File: src/rtl/nn_arith_pkg.sv
// Arithmetic helpers shared by the NN reduction datapath: level counts, lane counts, clamp limits.
package nn_arith_pkg;

  typedef enum logic {ARITH_UNSIGNED = 1'b0, ARITH_SIGNED = 1'b1} arith_e;

  // ceil(log2(n)); n of 1 (or less) gives 0 tree levels
  function automatic int clog2_min1(input int n);
    int r;
    r = 0;
    for (int v = 1; v < n; v = v * 2) r++;
    return r;
  endfunction

  // element count at tree level k for n input lanes
  function automatic int lanes_at(input int n, input int k);
    return (n + (1 << k) - 1) >> k;
  endfunction

  // clamp limits as 64-bit two's complement; callers truncate to their own width (< 64)
  function automatic logic [63:0] sat_max(input int width, input arith_e mode);
    logic [63:0] ones;
    ones = '1;
    return (mode == ARITH_SIGNED) ? (ones >> (65 - width)) : (ones >> (64 - width));
  endfunction

  function automatic logic [63:0] sat_min(input int width, input arith_e mode);
    return (mode == ARITH_SIGNED) ? ~sat_max(width, ARITH_SIGNED) : '0;
  endfunction

endpackage

File: src/rtl/adder_tree_level.sv
// One registered pairwise-add level of the reduction tree, 1 cycle latency.
// All state holds while en is low; an odd trailing lane passes through extended.
module adder_tree_level #(
  parameter int IN_W   = 8,
  parameter int N_IN   = 16,
  parameter int SIGNED = 1
) (
  input  logic                                 clk,
  input  logic                                 rst,
  input  logic                                 en,
  input  logic                                 in_valid,
  input  logic                                 in_last,
  input  logic [N_IN*IN_W-1:0]                 in_data,
  output logic                                 out_valid,
  output logic                                 out_last,
  output logic [((N_IN+1)/2)*(IN_W+1)-1:0]     out_data
);

  localparam int N_OUT = (N_IN + 1) / 2;
  localparam int OW    = IN_W + 1;
  localparam int PW    = 2 * N_OUT * IN_W;

  logic [PW-1:0]       padded;
  logic [N_OUT*OW-1:0] sum;

  function automatic logic [OW-1:0] ext(input logic [IN_W-1:0] x);
    return {(SIGNED != 0) && x[IN_W-1], x};
  endfunction

  // zero lane fills the missing partner of an odd count
  assign padded = PW'(in_data);

  always_comb begin
    sum = '0;
    for (int i = 0; i < N_OUT; i++)
      sum[i*OW +: OW] = ext(padded[2*i*IN_W +: IN_W]) + ext(padded[(2*i+1)*IN_W +: IN_W]);
  end

  always_ff @(posedge clk) begin
    if (rst) begin
      out_valid <= 1'b0;
      out_last  <= 1'b0;
    end else if (en) begin
      out_valid <= in_valid;
      out_last  <= in_last;
    end
  end

  // data only captured on real beats so idle-bus garbage never enters the tree
  always_ff @(posedge clk) begin
    if (en && in_valid) out_data <= sum;
  end

endmodule

File: src/rtl/pipelined_adder_tree.sv
// NUM-lane adder tree plus group accumulator; result LEVELS+1 cycles after the last beat.
// Every stage, bubbles included, holds while a result waits: in_ready = ~out_valid | out_ready.
module pipelined_adder_tree
  import nn_arith_pkg::*;
#(
  parameter int IN_WIDTH  = 8,
  parameter int NUM       = 16,
  parameter int OUT_WIDTH = 32,
  parameter int SIGNED    = 1,
  parameter int SATURATE  = 1
) (
  input  logic                    clk,
  input  logic                    rst,
  input  logic                    in_valid,
  output logic                    in_ready,
  input  logic                    in_last,
  input  logic [NUM*IN_WIDTH-1:0] in_data,
  output logic                    out_valid,
  input  logic                    out_ready,
  output logic [OUT_WIDTH-1:0]    out_data,
  output logic                    out_sat
);

  localparam int     LEVELS = clog2_min1(NUM);
  localparam int     SW     = IN_WIDTH + LEVELS;
  localparam int     AW     = ((SW > OUT_WIDTH) ? SW : OUT_WIDTH) + 1;
  localparam arith_e MODE   = (SIGNED != 0) ? ARITH_SIGNED : ARITH_UNSIGNED;
  localparam logic [AW-1:0] MAXV = AW'(sat_max(OUT_WIDTH, MODE));
  localparam logic [AW-1:0] MINV = AW'(sat_min(OUT_WIDTH, MODE));

  logic          adv, accept;
  logic [SW-1:0] tree_sum;
  logic          tree_valid, tree_last;

  assign adv      = ~out_valid | out_ready;
  assign in_ready = adv;
  assign accept   = in_valid & adv;

  for (genvar k = 0; k < LEVELS; k++) begin : g_lvl
    localparam int NI = lanes_at(NUM, k);
    localparam int NO = lanes_at(NUM, k + 1);
    localparam int W  = IN_WIDTH + k;
    logic [NI*W-1:0]     d_in;
    logic                v_in, l_in;
    logic [NO*(W+1)-1:0] q;
    logic                v, l;
    if (k == 0) begin : g_src
      assign d_in = in_data;
      assign v_in = accept;
      assign l_in = in_last;
    end else begin : g_src
      assign d_in = g_lvl[k-1].q;
      assign v_in = g_lvl[k-1].v;
      assign l_in = g_lvl[k-1].l;
    end
    adder_tree_level #(.IN_W(W), .N_IN(NI), .SIGNED(SIGNED)) u_level (
      .clk(clk), .rst(rst), .en(adv),
      .in_valid(v_in), .in_last(l_in), .in_data(d_in),
      .out_valid(v), .out_last(l), .out_data(q)
    );
  end

  if (LEVELS == 0) begin : g_flat
    assign tree_sum   = in_data;
    assign tree_valid = accept;
    assign tree_last  = in_last;
  end else begin : g_tree
    assign tree_sum   = g_lvl[LEVELS-1].q;
    assign tree_valid = g_lvl[LEVELS-1].v;
    assign tree_last  = g_lvl[LEVELS-1].l;
  end

  logic [OUT_WIDTH-1:0] acc, acc_nxt;
  logic                 first, sticky, ovf;
  logic                 acc_sb, sum_sb;
  logic [AW-1:0]        acc_x, sum_x, wide;

  assign acc_sb = (MODE == ARITH_SIGNED) && acc[OUT_WIDTH-1];
  assign sum_sb = (MODE == ARITH_SIGNED) && tree_sum[SW-1];

  // sum at a width that cannot overflow, then wrap or clamp into OUT_WIDTH
  always_comb begin
    acc_x = first ? '0 : {{(AW-OUT_WIDTH){acc_sb}}, acc};
    sum_x = {{(AW-SW){sum_sb}}, tree_sum};
    wide  = acc_x + sum_x;
    acc_nxt = wide[OUT_WIDTH-1:0];
    ovf = 1'b0;
    if (SATURATE != 0) begin
      if (MODE == ARITH_SIGNED) begin
        if ($signed(wide) > $signed(MAXV)) begin
          acc_nxt = MAXV[OUT_WIDTH-1:0];
          ovf = 1'b1;
        end else if ($signed(wide) < $signed(MINV)) begin
          acc_nxt = MINV[OUT_WIDTH-1:0];
          ovf = 1'b1;
        end
      end else if (wide > MAXV) begin
        acc_nxt = MAXV[OUT_WIDTH-1:0];
        ovf = 1'b1;
      end
    end
  end

  always_ff @(posedge clk) begin
    if (rst) begin
      acc       <= '0;
      first     <= 1'b1;
      sticky    <= 1'b0;
      out_valid <= 1'b0;
      out_data  <= '0;
      out_sat   <= 1'b0;
    end else if (adv) begin
      out_valid <= tree_valid & tree_last;
      if (tree_valid) begin
        acc    <= acc_nxt;
        first  <= tree_last;
        sticky <= tree_last ? 1'b0 : (sticky | ovf);
        if (tree_last) begin
          out_data <= acc_nxt;
          out_sat  <= sticky | ovf;
        end
      end
    end
  end

endmodule

File: config.mk
export PLATFORM = sky130hd
export DESIGN_NAME = pipelined_adder_tree
export DESIGN_NICKNAME = d
export VERILOG_FILES = /design/src/rtl/nn_arith_pkg.sv /design/src/rtl/adder_tree_level.sv /design/src/rtl/pipelined_adder_tree.sv
export SDC_FILE = /design/constraint.sdc
export NUM_CORES = 1
export LEC_CHECK = 0
export ABC_AREA = 1
export BUFFER_PORTS_ARGS = -buffer_cell sky130_fd_sc_hd__clkbuf_2
export CAP_MARGIN = 20
export CORE_MARGIN = 3
export CORE_UTILIZATION = 30
export DETAILED_ROUTE_END_ITERATION = 7
export SLEW_MARGIN = 20
export SYNTH_ARGS = -nofsm -noshare
export SYNTH_HDL_FRONTEND = slang
export SYNTH_SLANG_ARGS = --single-unit
File: constraint.sdc
create_clock -name clk -period 5.1 [get_ports clk]
set_clock_uncertainty 0.15 [all_clocks]
set_input_delay 0.51 -clock clk [delete_from_list [all_inputs] [get_ports clk]]
set_output_delay 0.51 -clock clk [all_outputs]
set_load 0.05 [all_outputs]
**Yosys cells after proc, flatten, opt, wreduce, memory -nomap -nowiden**

Index checks and enable logic that the tools add are counted.

- Input port bits: 133
- Flip-flop bits (word level): 222
- Output and inout bits: 35
- Word-level logic and storage cells: 53

- Bitwise operators: 5
- Order comparisons: 2
- Reduce and logical (&&, ||, !) cells: 6
- Mux-type cells: 6
- $add $sub $neg: 16

Operators by type and width:

| operator | number |
|---|---|
| 8-bit by 8-bit adder with 9-bit output | 8 |
| 32-bit 2-to-1 mux | 2 |
| 9-bit by 9-bit adder with 10-bit output | 4 |
| 33-bit adder | 1 |
| 33-bit by 32-bit greater-than comparator with 1-bit output (second input constant) | 1 |
| 33-bit by 32-bit less-than comparator with 1-bit output (second input constant) | 1 |
| 33-bit 2-to-1 mux | 1 |
| 10-bit by 10-bit adder with 11-bit output | 2 |
| 11-bit by 11-bit adder with 12-bit output | 1 |
| 1-bit logical AND | 4 |
| 1-bit 2-to-1 mux | 3 |
| 3-bit AND reduction | 1 |
| 1-bit AND | 2 |
| 1-bit OR | 2 |
| 2-bit AND reduction | 1 |
| 1-bit inverter | 1 |

**Depth between registers and ports, before layout**

Gate-level depths: netlist of the first run.

- Word-level depth: 7
- Depth in mapped cells: 23
- Mapped depth without buffers: 21

**Modules after synthesis**

From an unflattened synthesis of the first run, not the netlist that was laid out.

- Cell total of the unflattened synthesis: 2330
- Area total of the unflattened synthesis: 16643.5 um2

By module, submodules not included:

| module | cells an instance | instances | area each (um2) | seq. area each (um2) |
|---|---|---|---|---|
| pipelined_adder_tree | 938 | 1 | 5375.2 | 1361.3 |
| adder_tree_level at g_lvl[0].u_level | 634 | 1 | 5316.3 | 2202.1 |
| adder_tree_level at g_lvl[1].u_level | 377 | 1 | 3064.2 | 1241.2 |
| adder_tree_level at g_lvl[2].u_level | 242 | 1 | 1833.0 | 700.7 |
| adder_tree_level at g_lvl[3].u_level | 139 | 1 | 1054.8 | 400.4 |

**Least setup slack after synthesis of the first run**

No wires, ideal clock.

- Kind: register to register
- Start: reg out_valid
- End: reg g_lvl[0].u_level.out_data[0] (enable)
- Setup time: 426 ps
- Buffers on the path: 1
- Period minus slack after synthesis: 3529 ps
- Data required time: 4524 ps
- Data arrival time: 2953 ps
- Slack: 1571 ps
- Cell stages (with the launch flop): 7
- Path through: dfxtp_1 > inv_1 > nor2_2 > inv_1 > clkbuf_1 > nand2_1 > inv_1

- Longest elaborated chain between the ends: 4

RTL lines:

| element | RTL line | text |
|---|---|---|
| start, declared | pipelined_adder_tree.sv:18 | `output logic out_valid,` |
| start signal, assigned | pipelined_adder_tree.sv:113 | `out_valid <= tree_valid & tree_last;` |
| 1-bit inverter | pipelined_adder_tree.sv:35 | `assign adv = ~out_valid \| out_ready;` |
| 1-bit OR | pipelined_adder_tree.sv:35 |  |
| net in_ready | pipelined_adder_tree.sv:15 | `output logic in_ready,` |
| 1-bit AND | pipelined_adder_tree.sv:37 | `assign accept = in_valid & adv;` |
| net accept | pipelined_adder_tree.sv:31 | `logic adv, accept;` |
| 1-bit logical AND | adder_tree_level.sv:51 | `if (en && in_valid) out_data <= sum;` |
| end signal, assigned | adder_tree_level.sv:51 |  |
| end, declared | adder_tree_level.sv:16 | `output logic [((N_IN+1)/2)*(IN_W+1)-1:0] out_data` |

The timed path passes the listed nets, and every way through them passes these cells.
A chain may end at the register's enable or synchronous reset.

**Final worst setup path of the first run**

- Start: reg first
- End: reg acc[9]

- Longest elaborated chain between the ends: 5
- Elaborated cells between the ends (all ways): 6
- Classes of those cells: add/sub: 1; order compare: 2; mux: 3

RTL lines:

| element | RTL line | text |
|---|---|---|
| start, declared | pipelined_adder_tree.sv:74 | `logic first, sticky, ovf;` |
| start signal, assigned | pipelined_adder_tree.sv:116 | `first <= tree_last;` |
| 33-bit 2-to-1 mux * | pipelined_adder_tree.sv:83 | `acc_x = first ? '0 : {{(AW-OUT_WIDTH){acc_sb}}, acc};` |
| 33-bit adder * | pipelined_adder_tree.sv:85 | `wide = acc_x + sum_x;` |
| 33-bit by 32-bit less-than comparator with 1-bit output | pipelined_adder_tree.sv:93 | `end else if ($signed(wide) < $signed(MINV)) begin` |
| 32-bit 2-to-1 mux | pipelined_adder_tree.sv:93 |  |
| 32-bit 2-to-1 mux * | pipelined_adder_tree.sv:90 | `if ($signed(wide) > $signed(MAXV)) begin` |
| end signal, assigned | pipelined_adder_tree.sv:115 | `acc <= acc_nxt;` |
| end, declared | pipelined_adder_tree.sv:73 | `logic [OUT_WIDTH-1:0] acc, acc_nxt;` |

Mark *: on every way between the ends. The rest lies on a longest branch, timed or not.

==> results.cfg, run 1 <==
[run_status]
outcome = complete, no violations

[cells_and_area]
layout-drive-gt1-share = 0.129
fin_util = 0.357
finalNetCount = 2268
fillCellCount = 4969
syn2layout_area_growth_pct = 16.5
diodes = 0

[logic_synthesis]
yosysTopAreaCell = edfxtp_1
synth_seq_cells = 222
netlist_instances = 1787
syn-num-nets = 2099
seq_area_frac_synth = 0.400
ys.warnings.count = 0
synth_edf_count = 146
synth_cell_types = 31
synthTopCellsByArea = edfxtp_1, ha_1, nand2_1
syn-cell-area_mm2 = 0.0148
synth_commonest_cells = nand2_1, inv_1, ha_1, edfxtp_1, a21oi_1
synth_most_common_cell = nand2_1
yosys_most_used_dff = edfxtp_1
synthArstFlopShare = 0
synth_top_area_share = 0.297
postSynthAreaPerCell_um2 = 8.26

[power]
powerDensity_mw_per_mm2 = 304
power_frac_comb = 0.198
power_frac_seq = 0.425
switching_power_w = 0.00139
switching_share = 0.265
p_leak_nw = 8.54
p_clk_frac = 0.376
irDropWorstVdd_uv = 266
p_int_w = 0.00384

[critical_path]
path_common_cell = nand2_1
worst_setup_path_end_kind = register
cp-start-kind = register
cp_max_fo = 63
crit_type = reg -> reg
path_cells = buf_4, nor2_1, ha_1, nand2_1, inv_1, nand2_1, and2_1, nand2_1, a21oi_2, nand2_1, nand2_1, nand2_1, nand2_4, nand3_1, nand2_1, inv_1
arrival_ns = 3.99
cpMaxStageDelayCell = dfxtp_1
slowest_delay_ns = 0.88
cp.required_ns = 5.39

[die]
die_w_um = 228
die_h_um = 228
num_rows = 80
pin_count = 168
die_area_mm2 = 0.0519
initial_core_util = 0.307
core_area_mm2 = 0.0481

[grt]
grt-ovfl-total = 0
grt_pass1_vias = 11900
grt_max_degree = 64
use_met3 = 0.0172
use_met2 = 0.225
grt_antenna_before_repair = 0
busiest_layer = met2
globalRouteTotalUtil = 0.123
grt_pass1_wl_mm = 54.5
grtUsageMet1 = 0.147

[route]
detail_route.wl_per_cell_um = 12.1
drc = 0
dr.pass1.iters = 5
wirelength_mm = 31.8
ant_nets = 0
routed_via_density = 4.40
vias = 11600
drt-initial-drc-count = 581

[cts]
cts-root-buf = clkbuf_16
cts.sinks = 222
numCtsBuffers = 27
cts_tree = done
post_cts_buffers = 0
clk_pin_slew_ns = 0.06
htree_levels = 1
clkLatencyLatePin_ns = 0.55
cts_resized = 0
ctsHoldBuffers = 0
clock_path_buffers = 3

[sta]
final-setup-viol-count = 0
max_freq_ghz = 0.271
max_slew_margin = 0.331
period_needed_ns = 3.70
report.final.slew_viol_count = 0
tns_ns = 0
worst_slew_pin_slew_ns = 1.00
hold_viol = 0
fin_crit_sh = 0.725
fin_ws_ns = 1.40
grt_setup_unrepaired = false
holdWs_ns = 0.0371

[place]
pre_cts_ws_ns = 1.43
numPortBuffers = 167
post-dp-hpwl_mm = 25.3
routabilityCongestion = 0.897

[hold_path]
hold_path_class = in -> reg

[flow_run]
cap_violations = 0
[per-layer routing]
layer | vias to the layer above | wire length [um]
li1 | 6096 | -
met4 | 0 | 1030
met1 | 5207 | 13800
met2 | 229 | 15700
met3 | 62 | 1270
met5 | - | 0
[sequential cells by signal, summed over array words and instances, names as in the netlist]
register and flops:
g_lvl.u_level.out_data 146, out_data 32, g_lvl.u_level.out_valid 4, out_valid 1, acc 32, sticky 1, g_lvl.u_level.out_last 4, first 1
out_sat 1
[layout by cell type (no fill, tap or decap), drive strengths merged]
| cell type | synthesis | routed |
|---|---|---|
| inv | 291 | 293 |
| o21bai | 21 | 21 |
| xnor2 | 26 | 26 |
| clkinvlp | 0 | 1 |
| bufinv | 0 | 4 |
| and2 | 3 | 3 |
| xor2 | 90 | 90 |
| a21o | 5 | 5 |
| nand2 | 521 | 521 |
| clkinv | 0 | 7 |
| nand3b | 3 | 3 |
| o21a | 1 | 1 |
| clkbuf | 14 | 203 |
| nand4 | 14 | 14 |
| a21boi | 1 | 1 |
| o21ai | 52 | 52 |
| nor3b | 1 | 1 |
| buf | 17 | 4 |
| nor3 | 8 | 8 |
| fa | 16 | 16 |
| nor2 | 102 | 102 |
| edfxtp | 146 | 146 |
| a21oi | 142 | 142 |
| or2 | 1 | 1 |
| dfxtp | 76 | 76 |
| nand3 | 73 | 73 |
| ha | 163 | 163 |
[path summary, 6_finish.rpt]
check          startpoint                         to  slack [ns]  depth (start not counted)
max                 first                     acc[9]        1.40                         16
min reg2reg  out_data[11]               out_data[11]        0.30                          2
max reg2reg         first                     acc[9]        1.40                         16
min               in_last  g_lvl[0].u_level.out_last        0.04                          3
[power groups by stage]
stage	Clock [W]	Combinational [W]	Sequential (W)
global placement	0	0.00102	0.00226
floorplan	0	0.000804	0.00224
finish	0.00197	0.00104	0.00222
CTS	0.00203	0.00105	0.00223
detailed placement	0	0.00105	0.00227
global route	0.00211	0.00121	0.00224
[per-stage QoR]
stage / area, um^2 / instances / total power, W
2_1_floorplan: 14800 / 1787 / 0.00304
3_3_place_gp: 16300 / 2583 / 0.00329
3_5_place_dp: 16300 / 2583 / 0.00331
4_1_cts: 17200 / 2633 / 0.00531
5_1_grt: 17200 / 2633 / 0.00556
6_report: 17200 / 2633 / 0.00523
[layout make-up]
type / instances / area [um^2] / area share
inverters: 291 / 1090 / 0.0636
flip-flops and latches: 222 / 5910 / 0.344
clock buffers: 36 / 743 / 0.0432
multi-input cells: 1243 / 7570 / 0.441
clock inverters: 14 / 185 / 0.0108
repair buffers: 171 / 866 / 0.0504
well taps: 656 / 821 / 0.0478
[cell families (layout without fill, tap and decap cells)]
family	Yosys count	in the layout	share of synthesized area
fa+ha+maj	179	179	0.160
simple gates	726	726	0.203
flops	222	222	0.400
xor+xnor	116	116	0.0688
buf+inv	322	512	0.0871
compound gates	222	222	0.0808
[critical path: cells and delay by family, from the launching register on]
family | cells | cell delay [ns]
and+or+nand+nor | 11 | 1.62
DFF | 1 | 0.88
buffers and inverters | 3 | 0.40
adders and majority gates | 1 | 0.35
AOI/OAI and AO/OA | 1 | 0.18
Power figures use the tool's default switching activity.
==> run 2, diff against run 1 <==
--- a/config.mk
+++ b/config.mk
@@ -5,7 +5,7 @@
 export SDC_FILE = /design/constraint.sdc
 export NUM_CORES = 1
 export LEC_CHECK = 0
-export ABC_AREA = 1
+export ABC_AREA = 0
 export BUFFER_PORTS_ARGS = -buffer_cell sky130_fd_sc_hd__clkbuf_2
 export CAP_MARGIN = 20
 export CORE_MARGIN = 3
==> constraint.sdc (replaced) <==
create_clock -name clk -period 3.3 [get_ports clk]
set_clock_uncertainty 0.15 [all_clocks]
set_input_delay 0.33 -clock clk [delete_from_list [all_inputs] [get_ports clk]]
set_output_delay 0.33 -clock clk [all_outputs]
set_load 0.05 [all_outputs]
==> run 2 against run 1 <==
The flow now finishes with violations (negative setup slack); sequential cell count stayed put; final cell count is 12% lower; clock power is 57% higher; first-iteration DRC count is 30% lower; design area is 5.2% higher; global-route usage is 0.31 points higher; total power is 57% higher; synthesized area is 5.6% lower; worst setup slack worse by 1.4 ns; sequential share of layout area is 1.7 points lower; hold slack better by 0.034 ns; largest cell class unchanged.
==> results.cfg, run 2 <==
[run_status]
outcome = finished with violations
violations = negative setup slack

[logic_synthesis]
seq_area_frac_synth = 0.424
yosysTopAreaCell = edfxtp_1
synthArstFlopShare = 0
ys.warnings.count = 0
netlist_instances = 1375
postSynthAreaPerCell_um2 = 10.1
synth_top_area_share = 0.315
synth_most_common_cell = ha_1
synth_commonest_cells = ha_1, edfxtp_1, inv_1, a21oi_1, nor2_1
synth_edf_count = 146
yosys_most_used_dff = edfxtp_1
synthTopCellsByArea = edfxtp_1, ha_1, dfxtp_1
synth_cell_types = 65
syn-num-nets = 1687
synth_seq_cells = 222
syn-cell-area_mm2 = 0.0139

[critical_path]
worst_setup_path_end_kind = register
r2r_slack_ns = -0.04
crit_end = acc[18]
rr_worst_depth = 15
cp_max_fo = 7
crit_type = reg -> reg
r2r_end = acc[18]
arrival_ns = 3.66
cp.required_ns = 3.63
worstSetupStartpoint = first
cp-start-kind = register
r2r-start = first

[cells_and_area]
largest_reg_flops = 146
diodes = 0
finalNetCount = 2004
fillCellCount = 4348
multi_input_area_mm2 = 0.00769
fin_util = 0.397
final_cell_mix = clkbuf_2, ha_1, edfxtp_1, inv_1, buf_4
mostFrequentLayoutCell = clkbuf_2
regArea_mm2 = 0.00591
syn2layout_area_growth_pct = 29.8
layout-drive-gt1-share = 0.257
reg.largest.list = g_lvl.u_level.out_data x146, acc x32, out_data x32
top_register = g_lvl.u_level.out_data

[grt]
grt_antenna_before_repair = 0
grt_pass1_vias = 11100
globalRouteTotalUtil = 0.126
grt_max_degree = 61
grt_pass1_wl_mm = 52.6
grt-ovfl-total = 0

[sta]
max_slew_margin = 0.481
fin_ws_ns = -0.0373
max_freq_ghz = 0.300
final-setup-viol-count = 42
hold_viol = 0
fin_crit_sh = 1.01
grt_setup_unrepaired = true
period_needed_ns = 3.34
report.final.slew_viol_count = 0
worst_slew_pin_slew_ns = 0.778

[route]
dr.pass1.iters = 4
drc = 0
detail_route.wl_per_cell_um = 13.7
ant_nets = 0
wirelength_mm = 31.6
drt-initial-drc-count = 405
routed_via_density = 4.65
vias = 10800

[place]
pre_cts_ws_ns = -0.207
post-dp-hpwl_mm = 24.4
routabilityCongestion = 0.862
numPortBuffers = 167

[die]
die_h_um = 221
die_area_mm2 = 0.0490
die_w_um = 221
initial_core_util = 0.306
pin_count = 168
core_area_mm2 = 0.0456
num_rows = 78

[power]
power_frac_comb = 0.204
p_clk_frac = 0.376
p_int_w = 0.00613
irDropWorstVdd_uv = 360
powerDensity_mw_per_mm2 = 454
p_leak_nw = 7.95
switching_share = 0.253
switching_power_w = 0.00208
power_frac_seq = 0.421

[cts]
cts-root-buf = clkbuf_16
clock_path_buffers = 3
clkLatencyLatePin_ns = 0.55
htree_levels = 1
clk_pin_slew_ns = 0.06
cts.sinks = 222
cts_tree = done
numCtsBuffers = 26

[hold_path]
hold_path_class = in -> reg

[flow_run]
cap_violations = 0
-- run 2: changes by cell type after synthesis, sizes merged, moves of 32 or more --
cell / before / now
nand2: 521 / 57
inv: 291 / 143
nand3: 73 / 17
xnor2: 26 / 82
xor2: 90 / 34
o22ai: 0 / 51
nor2b: 0 / 39
a21o: 5 / 37
-- run 2: final cells by class --
class	count	share of cell area
Timing Repair Buffer	328	0.125
Inverter	143	0.0299
Sequential cell	222	0.327
Clock inverter	9	0.0108
Tap cell	600	0.0415
Multi-Input combinational cell	971	0.425
Clock buffer	39	0.0409
-- run 2: critical path: stages, from the launching register on --
cell and delay (ns):
dfxtp_2 0.34, buf_6 0.14, buf_12 0.13, nor2b_4 0.11, ha_4 0.20, a21o_1 0.22, a221oi_4 0.30, o221ai_2 0.16
o2111ai_2 0.23, a31oi_4 0.07, buf_6 0.13, or4b_4 0.58, nand3_4 0.19, clkbuf_16 0.18, o22ai_2 0.05, nor2_1 0.10
-- run 2: stage by stage --
stage | setup TNS, ns | power [W] | instances | area (um^2) | hold WS (ns)
after global placement | -5.03 | 0.00513 | 2232 | 16400 | 0.291
final | -0.747 | 0.00821 | 2312 | 18100 | 0.0709
after floorplan | 0 | 0.00476 | 1375 | 14000 | 0.282
after detailed placement | -9.40 | 0.00517 | 2232 | 16400 | 0.297
after CTS | -2.81 | 0.00834 | 2303 | 17600 | 0.0365
after global routing | -11.08 | 0.00869 | 2312 | 18100 | 0.0658
-- run 2: cells by family (layout without fill, tap and decap cells) --
family / count (synthesis) / in the layout / synth area share
AO/OA/AOI/OAI: 391 / 391 / 0.176
XOR/XNOR: 116 / 116 / 0.0729
adder cells (fa/ha/maj): 179 / 179 / 0.169
buffers and inverters: 182 / 519 / 0.0531
flip-flops: 222 / 222 / 0.424
multiplexers: 10 / 10 / 0.00791
AND/OR/NAND/NOR: 275 / 275 / 0.0965
-- run 2: layer usage --
layer | global-route usage | part of all wire | vias up
met5 | 0 | 0 | -
met4 | 0.0314 | 0.023 | 0
met3 | 0.0202 | 0.036 | 54
met2 | 0.231 | 0.50 | 185
met1 | 0.155 | 0.44 | 4938
li1 | - | - | 5576
-- run 2: repair_timing --
action / in CTS / in global routing
hold buffers: 18 / 0
gates resized for setup: 22 / 77
cloned: 0 / 1
setup buffers: 6 / 8
hold endpoints to repair: 10 / 0
endpoints found under the setup margin: 64 / 64
pin swaps: 4 / 25
-- run 2: power by group through the flow --
| stage | logic, W | clock network, W | registers (W) |
|---|---|---|---|
| 3_5_place_dp | 0.00165 | 0 | 0.00352 |
| 2_1_floorplan | 0.00128 | 0 | 0.00348 |
| 3_3_place_gp | 0.00162 | 0 | 0.00351 |
| 4_1_cts | 0.00169 | 0.00319 | 0.00346 |
| 6_report | 0.00167 | 0.00309 | 0.00345 |
| 5_1_grt | 0.00192 | 0.00329 | 0.00348 |
-- run 2: worst min path at each step --
| stage | start | endpoint | slack (ns) | cells after the start |
|---|---|---|---|---|
| floorplan | g_lvl[0].u_level.out_last | g_lvl[0].u_level.out_last | 0.28 | 2 |
| global placement | g_lvl[2].u_level.out_last | g_lvl[2].u_level.out_last | 0.29 | 2 |
| detailed placement | g_lvl[1].u_level.out_valid | g_lvl[1].u_level.out_valid | 0.30 | 2 |
| CTS | in_data[13] | g_lvl[0].u_level.out_data[5] | 0.04 | 3 |
| global route | in_data[13] | g_lvl[0].u_level.out_data[5] | 0.07 | 3 |
| finish | in_data[13] | g_lvl[0].u_level.out_data[5] | 0.07 | 3 |
